[src/rtl/xa_bf_dir_vec_ser_if.sv]
// xa_bf_dir_vec_ser_if: X/Y/Z direction-vector word stream with valid/ready handshake
interface xa_bf_dir_vec_ser_if;
   logic        valid;
   logic [31:0] data;
   logic [1:0]  sel;
   logic [9:0]  beam_idx;
   logic        last;
   logic        ready;
   modport master (output valid, data, sel, beam_idx, last, input ready);
   modport slave  (input valid, data, sel, beam_idx, last, output ready);
endinterface

[src/rtl/xa_bf_dir_vec_ser.sv]
// xa_bf_dir_vec_ser: buffers beam direction-vector sets and replays each as an X/Y/Z word stream
module xa_bf_dir_vec_ser #(
   parameter int P_DEPTH = 4,
   parameter int P_AW    = 2
) (
   input  logic                i_clk156m,
   input  logic                i_srst,
   input  logic                i_bm_start,
   input  logic [9:0]          i_beam_idx,
   input  logic [31:0]         i_dir_ss_x,
   input  logic [31:0]         i_dir_ss_y,
   input  logic [31:0]         i_dir_ss_z,
   input  logic                i_ovf_clr,
   xa_bf_dir_vec_ser_if.master o_vec,
   output logic [P_AW:0]       o_fifo_cnt,
   output logic                o_ovf
);
   typedef struct packed {
      logic [9:0]  idx;
      logic [31:0] x;
      logic [31:0] y;
      logic [31:0] z;
   } ent_t;
   typedef enum logic [1:0] {IDLE, SEND_X, SEND_Y, SEND_Z} st_t;
   localparam logic [P_AW:0] L_FULL = (P_AW+1)'(P_DEPTH);
   localparam logic [P_AW:0] L_ONE  = (P_AW+1)'(1);
   ent_t            r_mem [P_DEPTH];
   ent_t            r_ent;
   st_t             r_st;
   logic [P_AW-1:0] r_wr_ptr, r_rd_ptr;
   logic [P_AW:0]   r_cnt;
   logic            r_valid, r_last, r_ovf;
   logic [1:0]      r_sel;
   logic [31:0]     r_data;
   ent_t            w_in, w_head, w_nxt_ent;
   st_t             w_nxt;
   logic            w_hs, w_pop, w_push, w_load;
   logic [P_AW:0]   w_cnt_nx;
   always_comb begin
      w_in      = {i_beam_idx, i_dir_ss_x, i_dir_ss_y, i_dir_ss_z};
      w_hs      = r_valid & o_vec.ready;
      w_pop     = w_hs & r_last;
      w_push    = i_bm_start & ((r_cnt != L_FULL) | w_pop);
      w_cnt_nx  = r_cnt + (P_AW+1)'(w_push) - (P_AW+1)'(w_pop);
      w_head    = !w_pop ? r_mem[r_rd_ptr] : (r_cnt == L_ONE) ? w_in : r_mem[r_rd_ptr + P_AW'(1)];
      w_load    = (r_st == IDLE && r_cnt != '0) || (w_pop && w_cnt_nx != '0);
      w_nxt_ent = w_load ? w_head : r_ent;
      w_nxt     = w_load ? SEND_X :
                  (r_st == IDLE || !w_hs) ? r_st :
                  (r_st == SEND_X) ? SEND_Y :
                  (r_st == SEND_Y) ? SEND_Z : IDLE;
   end
   always_ff @(posedge i_clk156m) begin
      if (i_srst) begin
         r_st     <= IDLE;
         r_wr_ptr <= '0;
         r_rd_ptr <= '0;
         r_cnt    <= '0;
         r_ovf    <= 1'b0;
         r_ent    <= '0;
         r_valid  <= 1'b0;
         r_sel    <= 2'd0;
         r_last   <= 1'b0;
         r_data   <= '0;
      end else begin
         if (w_push) begin
            r_mem[r_wr_ptr] <= w_in;
            r_wr_ptr        <= r_wr_ptr + P_AW'(1);
         end
         if (w_pop) r_rd_ptr <= r_rd_ptr + P_AW'(1);
         r_cnt   <= w_cnt_nx;
         r_ovf   <= (i_bm_start & ~w_push) | (r_ovf & ~i_ovf_clr);
         r_st    <= w_nxt;
         r_ent   <= w_nxt_ent;
         r_valid <= w_nxt != IDLE;
         r_sel   <= (w_nxt == SEND_Y) ? 2'd1 : (w_nxt == SEND_Z) ? 2'd2 : 2'd0;
         r_last  <= w_nxt == SEND_Z;
         r_data  <= (w_nxt == SEND_Y) ? w_nxt_ent.y : (w_nxt == SEND_Z) ? w_nxt_ent.z : w_nxt_ent.x;
      end
   end
   assign o_vec.valid    = r_valid;
   assign o_vec.data     = r_data;
   assign o_vec.sel      = r_sel;
   assign o_vec.beam_idx = r_ent.idx;
   assign o_vec.last     = r_last;
   assign o_fifo_cnt     = r_cnt;
   assign o_ovf          = r_ovf;
endmodule

[src/flat_wrapper.sv]
// flat-port wrapper written by rule: the top's interface ports become plain ports
module xa_bf_dir_vec_ser_flat 
#(
   parameter int P_DEPTH = 4,
   parameter int P_AW    = 2
)
  (i_clk156m, i_srst, i_bm_start, i_beam_idx, i_dir_ss_x, i_dir_ss_y, i_dir_ss_z, i_ovf_clr, o_fifo_cnt, o_ovf, o_vec_valid, o_vec_data, o_vec_sel, o_vec_beam_idx, o_vec_last, o_vec_ready);
  xa_bf_dir_vec_ser_if o_vec_i ();
  input  logic i_clk156m;
  input  logic i_srst;
  input  logic i_bm_start;
  input  logic [9:0] i_beam_idx;
  input  logic [31:0] i_dir_ss_x;
  input  logic [31:0] i_dir_ss_y;
  input  logic [31:0] i_dir_ss_z;
  input  logic i_ovf_clr;
  output logic [P_AW:0] o_fifo_cnt;
  output logic o_ovf;
  output wire logic [$bits(o_vec_i.valid)-1:0] o_vec_valid;
  output wire logic [$bits(o_vec_i.data)-1:0] o_vec_data;
  output wire logic [$bits(o_vec_i.sel)-1:0] o_vec_sel;
  output wire logic [$bits(o_vec_i.beam_idx)-1:0] o_vec_beam_idx;
  output wire logic [$bits(o_vec_i.last)-1:0] o_vec_last;
  input wire logic [$bits(o_vec_i.ready)-1:0] o_vec_ready;
  assign o_vec_valid = o_vec_i.valid;
  assign o_vec_data = o_vec_i.data;
  assign o_vec_sel = o_vec_i.sel;
  assign o_vec_beam_idx = o_vec_i.beam_idx;
  assign o_vec_last = o_vec_i.last;
  assign o_vec_i.ready = o_vec_ready;
  xa_bf_dir_vec_ser #(.P_DEPTH(P_DEPTH), .P_AW(P_AW)) u_core (.i_clk156m(i_clk156m), .i_srst(i_srst), .i_bm_start(i_bm_start), .i_beam_idx(i_beam_idx), .i_dir_ss_x(i_dir_ss_x), .i_dir_ss_y(i_dir_ss_y), .i_dir_ss_z(i_dir_ss_z), .i_ovf_clr(i_ovf_clr), .o_vec(o_vec_i), .o_fifo_cnt(o_fifo_cnt), .o_ovf(o_ovf));
endmodule
[config.mk]
export PLATFORM = sky130hd
export DESIGN_NAME = xa_bf_dir_vec_ser_flat
export DESIGN_NICKNAME = d
export VERILOG_FILES = /design/src/rtl/xa_bf_dir_vec_ser_if.sv /design/src/rtl/xa_bf_dir_vec_ser.sv /design/src/flat_wrapper.sv
export SDC_FILE = /design/constraint.sdc
export NUM_CORES = 1
export LEC_CHECK = 0
export ABC_AREA = 1
export CORE_UTILIZATION = 25
export DETAILED_ROUTE_END_ITERATION = 8
export GPL_ROUTABILITY_DRIVEN = 0
export MAX_ROUTING_LAYER = met4
export PLACE_DENSITY = 0.38
export SKIP_LAST_GASP = 1
export SLEW_MARGIN = 20
export SYNTH_ARGS = -nofsm -noshare
export SYNTH_HDL_FRONTEND = slang
export SYNTH_SLANG_ARGS = --single-unit
[constraint.sdc]
create_clock -name i_clk156m -period 10.2 [get_ports i_clk156m]
set_input_delay 1.53 -clock i_clk156m [delete_from_list [all_inputs] [get_ports i_clk156m]]
set_output_delay 1.53 -clock i_clk156m [all_outputs]
set_load 0.03 [all_outputs]
# Word level (Yosys, flattened, before mapping)
# Memories as Yosys holds them, arrays and structs flattened. A register that Yosys moved wholly into a read port is not among the register bits.
# Index checks and enable logic that the tools add are counted.
# W data, S select, Z words.
[word_totals]
ramBits = 424
mem_count = 1
wordCells = 60
out_inout_bits = 50
regBits = 152
[op_classes]
n_addsub = 4
n_mux = 16
n_bitwise = 9
n_reduce_logical = 10
eq_ne = 6
[mem_list]
columns = ["name", "words", "width", "read_ports", "rd_ports_with_merged_regs", "wr", "line_no", "rtl"]
rows = [
  ["u_core.r_mem", 4, 106, 2, 1, 1, "xa_bf_dir_vec_ser.sv:27", "ent_t r_mem [P_DEPTH];"],
]
[op_table]
columns = ["cell", "n"]
rows = [
  ["$mux W106", 2],
  ["$mux W96", 1],
  ["$mux W32", 2],
  ["$mux W2", 7],
  ["$eq A2 B2 Y1 const B", 3],
  ["$reduce_bool A3 Y1", 2],
  ["$and A1 B1 Y1", 5],
  ["$add A2 B1 Y2 const B", 2],
  ["$mux W1", 4],
  ["$add A3 B1 Y3", 1],
  ["$eq A3 B1 Y1 const B", 1],
  ["$ne A3 B3 Y1 const B", 1],
  ["$sub A3 B1 Y3", 1],
  ["$eq A2 B1 Y1 const B", 1],
  ["$logic_and A1 B1 Y1", 2],
  ["$logic_not A2 Y1", 1],
  ["$logic_or A1 B1 Y1", 2],
  ["$not A1 Y1", 2],
  ["$or A1 B1 Y1", 2],
  ["$reduce_bool A2 Y1", 1],
  ["$reduce_or A2 Y1", 1],
  ["$logic_not A1 Y1", 1],
]

# Longest topological paths before layout
# Gate-level depths: netlist (run 1).
[depth]
depth_word = 13
mapped_depth = 20
depth_no_buf = 15

# Worst setup path before layout (run 1)
# OpenSTA, ideal clock, no wires.
[synth_timing]
kind = "input -> register"
start = "input o_vec_ready"
end = "memory u_core.r_mem[0][0] (netlist bit), enable pin"
path_slack_ns = 3.136
arrival_ns = 6.492
n_path_buf = 0
t_required_ns = 9.628
path_stages = 6
cell_sequence = "nand3_2 > nand4_1 > nand2_1 > inv_1 > nand2_1 > nor2_1"
[synth_via]
elab_chain_len = 7
[synth_lines]
columns = ["element", "line_no", "rtl"]
rows = [
  ["start: declaration", "flat_wrapper.sv:24", "input wire logic [$bits(o_vec_i.ready)-1:0] o_vec_ready;"],
  ["$and A1 B1 Y1", "xa_bf_dir_vec_ser.sv:41", "w_hs = r_valid & o_vec.ready;"],
  ["$and A1 B1 Y1", "xa_bf_dir_vec_ser.sv:42", "w_pop = w_hs & r_last;"],
  ["$or A1 B1 Y1", "xa_bf_dir_vec_ser.sv:43", "w_push = i_bm_start & ((r_cnt != L_FULL) | w_pop);"],
  ["$and A1 B1 Y1", "xa_bf_dir_vec_ser.sv:43", ""],
  ["$mux W1", "xa_bf_dir_vec_ser.sv:66", "if (w_push) begin"],
  ["$mux W1", "xa_bf_dir_vec_ser.sv:54", "if (i_srst) begin"],
  ["$mux W1 (not written as such)", "xa_bf_dir_vec_ser.sv:67", "r_mem[r_wr_ptr] <= w_in;"],
  ["end: declaration", "xa_bf_dir_vec_ser.sv:27", ""],
]
# No other way between the ends.

# Final worst setup path (run 1)
[layout_timing]
start = "input o_vec_ready"
end = "register u_core.r_data[1] (netlist: u_core.o_vec.data[1])"
[layout_via]
elab_chain_len = 13
word_cells_on_any_way = 19
cone_classes = "add/sub: 2; eq/ne: 2; mux: 6; bitwise: 4; reduce/logical: 5"
[layout_lines]
columns = ["element", "line_no", "rtl"]
rows = [
  ["$and A1 B1 Y1 *", "xa_bf_dir_vec_ser.sv:41", ""],
  ["$and A1 B1 Y1", "xa_bf_dir_vec_ser.sv:42", ""],
  ["$or A1 B1 Y1", "xa_bf_dir_vec_ser.sv:43", ""],
  ["$and A1 B1 Y1", "xa_bf_dir_vec_ser.sv:43", ""],
  ["$add A3 B1 Y3", "xa_bf_dir_vec_ser.sv:44", "w_cnt_nx = r_cnt + (P_AW+1)'(w_push) - (P_AW+1)'(w_pop);"],
  ["$sub A3 B1 Y3", "xa_bf_dir_vec_ser.sv:44", ""],
  ["$reduce_bool A3 Y1", "xa_bf_dir_vec_ser.sv:46", "w_load = (r_st == IDLE && r_cnt != '0) || (w_pop && w_cnt_nx != '0);"],
  ["$logic_and A1 B1 Y1", "xa_bf_dir_vec_ser.sv:46", ""],
  ["$logic_or A1 B1 Y1", "xa_bf_dir_vec_ser.sv:46", ""],
  ["$mux W2", "xa_bf_dir_vec_ser.sv:48", "w_nxt = w_load ? SEND_X :"],
  ["$eq A2 B2 Y1", "xa_bf_dir_vec_ser.sv:78", "r_data <= (w_nxt == SEND_Y) ? w_nxt_ent.y : (w_nxt == SEND_Z) ? w_nxt_ent.z : w_nxt_ent.x;"],
  ["$mux W32", "xa_bf_dir_vec_ser.sv:78", ""],
  ["$mux W32 *", "xa_bf_dir_vec_ser.sv:78", ""],
  ["end signal: assignment", "xa_bf_dir_vec_ser.sv:78", ""],
  ["end: declaration", "xa_bf_dir_vec_ser.sv:34", "logic [31:0] r_data;"],
]
# Mark *: on every way between the ends. The rest lies on a longest branch, timed or not.
# A chain may end at the register's enable or synchronous reset.

==> results of run 1 <==
-- synth_stat cells, types with 2 or more instances --
cell type  count  area share
nor2_4         2     0.00081
nand3_1      220       0.040
o21ai_0      394       0.071
inv_2          6     0.00081
o211ai_1      36      0.0097
o21bai_1       6      0.0016
nand4_1       71       0.016
nor2_1       209       0.028
nand2_2        2     0.00045
dfxtp_1      154        0.11
buf_4         32      0.0086
o22ai_1       12      0.0027
o221ai_1       5      0.0016
buf_6          3      0.0012
inv_1        191       0.026
buf_2        101       0.018
ha_1           8      0.0036
a21oi_1      183       0.033
clkbuf_1      95       0.013
clkinv_1       2     0.00027
edfxtp_1     424        0.46
nand2_1     1045        0.14
or2_2         36      0.0081
a22oi_1        6      0.0016
buf_1         10      0.0013
o21ai_1       15      0.0027
-- through the flow --
stage / instances / cell area, µm² / worst slack, ps / util
floorplan: 3273 / 27850 / 3136 / -
global placement: 4714 / 30560 / 3741 / 0.2765
detailed placement: 4714 / 30560 / 3653 / 0.2765
CTS: 4851 / 32870 / 4325 / 0.2974
global route: 4854 / 32880 / 3920 / 0.2975
finish: 4855 / 32880 / 4381 / 0.2975
-- sequential cells by signal, summed over array words and instances, names as in the netlist, 2 cells and up, named ones only --
signal and flops:
u_core.o_vec.beam_idx 10, u_core.o_fifo_cnt 3, u_core.o_vec.sel 2, u_core.r_ent 96, u_core.r_wr_ptr 2, u_core.o_vec.data 32
u_core.r_rd_ptr 2, u_core.r_mem 424, u_core.r_st 2
-- logic make-up after synthesis --
kind of cell | count (synthesis) | synth area share
DFF | 578 | 0.5679
and+or+nand+nor | 1587 | 0.2345
buffers and inverters | 440 | 0.06897
AOI/OAI and AO/OA | 659 | 0.1243
adders and majority gates | 9 | 0.004314
-- metal layers --
layer  wire, µm  part of all wire
met5          0                 0
met2      46150              0.46
met3       4374             0.044
met4       2778             0.028
met1      46860              0.47
-- layout make-up --
cell class / count / area (µm²) / area share
inverter: 199 / 757.0 / 0.02302
multi-input combinational: 2255 / 10180 / 0.3095
sequential: 578 / 15820 / 0.4812
clock inverter: 32 / 241.5 / 0.007344
tap: 1488 / 1862 / 0.05662
antenna: 4 / 10.01 / 0.0003044
clock buffer: 105 / 2071 / 0.06297
timing repair buffer: 194 / 1942 / 0.05905
-- worst max path at each step --
stage               slack, ps                     to  cells past startpoint        start
floorplan                3140     u_core.r_mem[0][0]                      6  o_vec_ready
global placement         3740  u_core.o_vec.data[31]                     18  o_vec_ready
detailed placement       3650   u_core.o_vec.data[3]                     18  o_vec_ready
CTS                      4320   u_core.o_vec.data[1]                     18  o_vec_ready
global route             3920   u_core.o_vec.data[4]                     18  o_vec_ready
finish                   4380   u_core.o_vec.data[1]                     18  o_vec_ready
-- worst max-delay path, cell delays in order --
cell and delay (ps):
clkdlybuf4s50_1 500, nand3_4 250, buf_4 670, inv_4 180, ha_1 340, inv_1 40, ha_1 200, fa_1 420
inv_1 60, nand3_1 90, nand3_1 190, nand2_2 280, nand2_4 570, buf_4 560, nand2_1 160, nand3_1 110
nand3_1 90, nand2_1 90
-- cell usage in the layout, fill, tap and decap left out, types with 12 or more instances in the layout --
| cell type | synthesis | routed |
|---|---|---|
| dfxtp_1 | 154 | 151 |
| o211ai_1 | 36 | 36 |
| o21ai_1 | 15 | 15 |
| nand4_1 | 71 | 71 |
| or2_2 | 36 | 36 |
| clkbuf_16 | 0 | 76 |
| a21oi_1 | 183 | 183 |
| clkinv_1 | 2 | 14 |
| clkdlybuf4s50_1 | 0 | 159 |
| buf_4 | 32 | 28 |
| edfxtp_1 | 424 | 424 |
| inv_1 | 191 | 189 |
| o21ai_0 | 394 | 394 |
| o22ai_1 | 12 | 12 |
| nand2_1 | 1045 | 1043 |
| clkbuf_1 | 95 | 23 |
| nor2_1 | 209 | 205 |
| nand3_1 | 220 | 220 |
-- power by group --
part | leakage, nW | total (mW) | internal (mW) | switching, mW
Combinational | 6.25 | 1.07 | 0.326 | 0.742
Clock | 1.13 | 2.54 | 1.47 | 1.07
Sequential | 5.11 | 2.83 | 2.72 | 0.110
Total | 12.5 | 6.44 | 4.52 | 1.92
==> run metrics, run 1 <==
GR Util All Layers 0.1813; post-CTS setup repair buffer count 0; crit path kind in2reg; Worst EP arrival 6400 ps; pin count of the biggest net entering global routing roughly 190; vias after detailed routing 22560; CTS tree built; share of layout cells above drive strength 1 0.05888; Die X 335.7 µm; Overflow after GRT 0; first-pass GRT wire length 147.6 mm; max-slew violation count 0; initial antenna violation count 3; die extent in y 335.7 µm; Worst setup EP type flip-flop; total wire length 100.2 mm; number of synthesized register bits 578; CTS root buf clkbuf_16; Final period util 0.5705; CP Launch Type input port; Hold Slack 463.0 ps; EDFF count, synth 424; Worst Hold Class reg2reg; setup slack, reg-to-reg 5340 ps; Final nets approximately 3400; ys async rst share 0; clk_skew 31.29 ps; worst skew pair latency ~640 ps; FF-to-FF path depth 17; initial core utilization 0.2520; Via density 4.647; Filler Cell Count between 10000 and 15000; met2 Track Usage GR 0.2864; htree depth 3; Mean Syn Cell Area around 8.5 µm²; DR pass1 iterations 7; TritonCTS Buffers 74; Hold-fix buffers, CTS 0; RR Startpoint u_core.o_vec.valid; Top Usage Layer GRT met2; failing checks DRC; Max Fclk 0.1719 GHz; Hold Crit Depth 2; Pleak ~12 nW; DR DRC count 2; final hold vios 0; min-delay src u_core.r_ent[14]; clk slew on worst S/H paths 50 ps; Mapped Area 27850 µm²; CP required 10780 ps; Power, Total 6.437 mW; ANT nets after route 0; final setup fails 0; worst-path fanout max 50; RSZ-0062 raised after global routing no; number of global-route vias before repair roughly 22000; Post-CTS Resized 0; slew at the pin with the worst max-slew slack 1026 ps; clock sink count 578; pwr/cell area 195.8 nW/µm²; I/O pins 161; most common flop cell mapped by yosys edfxtp_1; Slew HR 0.3158; FP Rows about 120; die area 112700 µm²; port bufs 160; GR Util met3 0.02676; min Tclk post-route 5819 ps; Starting DRT DRC Count roughly 1500; drt wl/cell 20.63 µm; synth-to-layout area growth 18.09%; syn_nets 3393; Synth cell types 31; register area share after synthesis 0.5679; Peak supply drop 0.0001333 V; Reg-to-Reg End u_core.o_vec.data[1]; met1 usage 0.2384; Worst Hold Endpoint u_core.r_ent[14]; core area 110500 µm²; post-route setup TNS 0 ps; Post-Synthesis Cells 3273; Yosys warnings 0; worst-case clock buffer depth 3; status complete, but fails checks; Max Cap Violations 0; DPL Wire Length 55.69 mm
Note: power is estimated with default switching activity, not from simulation.
==> run 2, diff against run 1 <==
PLACE_DENSITY = 0.39   (was 0.38)
clock period = 5.35 ns   (was 10.2 ns; I/O delays follow)
==> run metrics, run 2 (synthesis gave the netlist of run 1 again) <==
WL met1 45.71 mm (-2.5%); Max Fclk between 0.2 and 0.3 GHz; port bufs 160 (unchanged); dpl ws 993.6 ps (-2659 ps); RSZ-0062 raised after global routing no; Power, Total 12.52 mW (+95%); Area after DPL 30760 µm² (+0.65%); crit path from o_vec_ready; RR Startpoint u_core.o_fifo_cnt[0]; Starting DRT DRC Count 1603 (+5.0%); initial core utilization 0.2520 (unchanged); ANT nets after route 0 (unchanged); clk slew on worst S/H paths 60 ps (about the same); clk_skew 20.76 ps (-10.53 ps); non-filler cells, final 4869 (+0.29%); Post-CTS Resized 0 (unchanged); min-delay src u_core.r_ent[16]; worst-case clock buffer depth 3 (unchanged); FP Rows 122 (unchanged); worst skew pair latency 620 ps (-20 ps); GR Util All Layers 0.1800 (-0.001310); min Tclk post-route 3728 ps; Hold Slack 464.1 ps (+1.117 ps); Worst Hold Class reg2reg; DR DRC count 0 (-2); met3 WL 4.721 mm (+7.9%); max-slew violation count 0 (unchanged); CTS tree built; crit path kind in2reg; multi-input logic area 10180 µm² (unchanged); Worst Slack Setup Final 1622 ps (-2759 ps); Overflow after GRT 0 (unchanged); Die X 335.7 µm (unchanged); CP required 5910 ps (-4870 ps); DR top layer met4; clock sink count 578 (unchanged); post-route cell area 33210 µm² (+1.0%); worst-path fanout max 16 (-68%); die extent in y 335.7 µm (unchanged); CP Launch Type input port; Via density 4.652 (+0.11%); DR pass1 iterations 5 (-2); final setup fails 0 (unchanged); Peak supply drop 0.0001985 V (+49%); core area 110500 µm² (unchanged); status completed; htree depth 3 (unchanged); Largest Register u_core.r_mem; total wire length 99.11 mm (-1.0%); Max Cap Violations 0 (unchanged); share of layout cells above drive strength 1 0.06665 (+0.007771); max FFs per register 424 (unchanged); pwr/cell area 377.0 nW/µm² (+93%); drt wl/cell 20.36 µm (-1.3%); post-CTS setup repair buffer count 0 (unchanged); final hold vios 0 (unchanged); CTS root buf clkbuf_16; Filler Cell Count 11740 (-0.69%); storage element area 15820 µm² (unchanged); first-pass GRT wire length 147.1 mm (-0.34%); Pleak 12.68 nW (+1.5%); final core occ 0.3005 (+0.002989); number of global-route vias before repair 21930 (+0.59%); Hold-fix buffers, CTS 0 (unchanged); Final period util 0.6969; vias after detailed routing 22650 (+0.40%); Worst setup EP type flip-flop; pin count of the biggest net entering global routing 200 (+4.2%); I/O pins 161 (unchanged); commonest non-fill, non-tap cell in the layout nand2_1; post-route setup TNS 0 ps (unchanged); commonest non-fill, non-tap cells in the layout nand2_1 (1043), edfxtp_1 (424), o21ai_0 (394), nand3_1 (220), nor2_1 (205); slew at the pin with the worst max-slew slack 1100 ps (+73.71 ps); initial antenna violation count 4 (+1); Final nets 3436 (+0.41%); TritonCTS Buffers 75 (+1.4%); DPL Wire Length 57.96 mm (+4.1%); Worst EP arrival 4280 ps (-2120 ps); Placed Instances 4727 (+0.28%); die area 112700 µm² (unchanged); synth-to-layout area growth 19.27%; Slew HR 0.2667 (-0.04914); Met2 Wirelength 45.57 mm (-1.3%)
[run 2: cell types whose count changed in the layout (fill, tap and decap cells not counted), sizes merged]
cell / before / now
diode: 4 / 5
inv: 203 / 200
clkinv: 25 / 23
clkbuf: 105 / 110
buf: 35 / 48
[run 2: worst max-delay path: stages]
cell and delay (ps):
clkdlybuf4s50_1 510, nand3_4 170, nand4_1 120, nand2_1 160
inv_1 80, ha_1 210, fa_1 480, nor2_1 120
nand3_1 170, nand2_2 270, nand4_1 230, nor2_4 470
buf_4 320, nand2_1 90, nand2_1 60
[run 2: worst paths after layout]
kind | to | slack [ps] | cells after the start
worst min-delay path | u_core.r_ent[16] | 460 | 2
worst max-delay path | u_core.o_vec.data[19] | 1620 | 15
worst max register to register | u_core.o_vec.data[19] | 1980 | 13
worst min register to register | u_core.r_ent[16] | 460 | 2
[run 2: routing by layer]
layer,vias up,GRT usage
met5,-,-
met4,0,0.06383
met3,144,0.02572
met2,526,0.2830
met1,10870,0.2355
li1,11110,-
[run 2: final cells by class]
type / count / share of cell area
diodes: 5 / 0.0003767
flip-flops and latches: 578 / 0.4764
well taps: 1488 / 0.05606
clock inverters: 27 / 0.005613
multi-input cells: 2255 / 0.3064
repair buffers: 207 / 0.06442
clock buffers: 110 / 0.06792
inverters: 199 / 0.02279
[run 2: power breakdown]
group / internal [mW] / switching, mW / leakage (nW)
Combinational: 0.671 / 1.43 / 6.35
Sequential: 5.19 / 0.212 / 5.11
Clock: 3.01 / 2.00 / 1.22
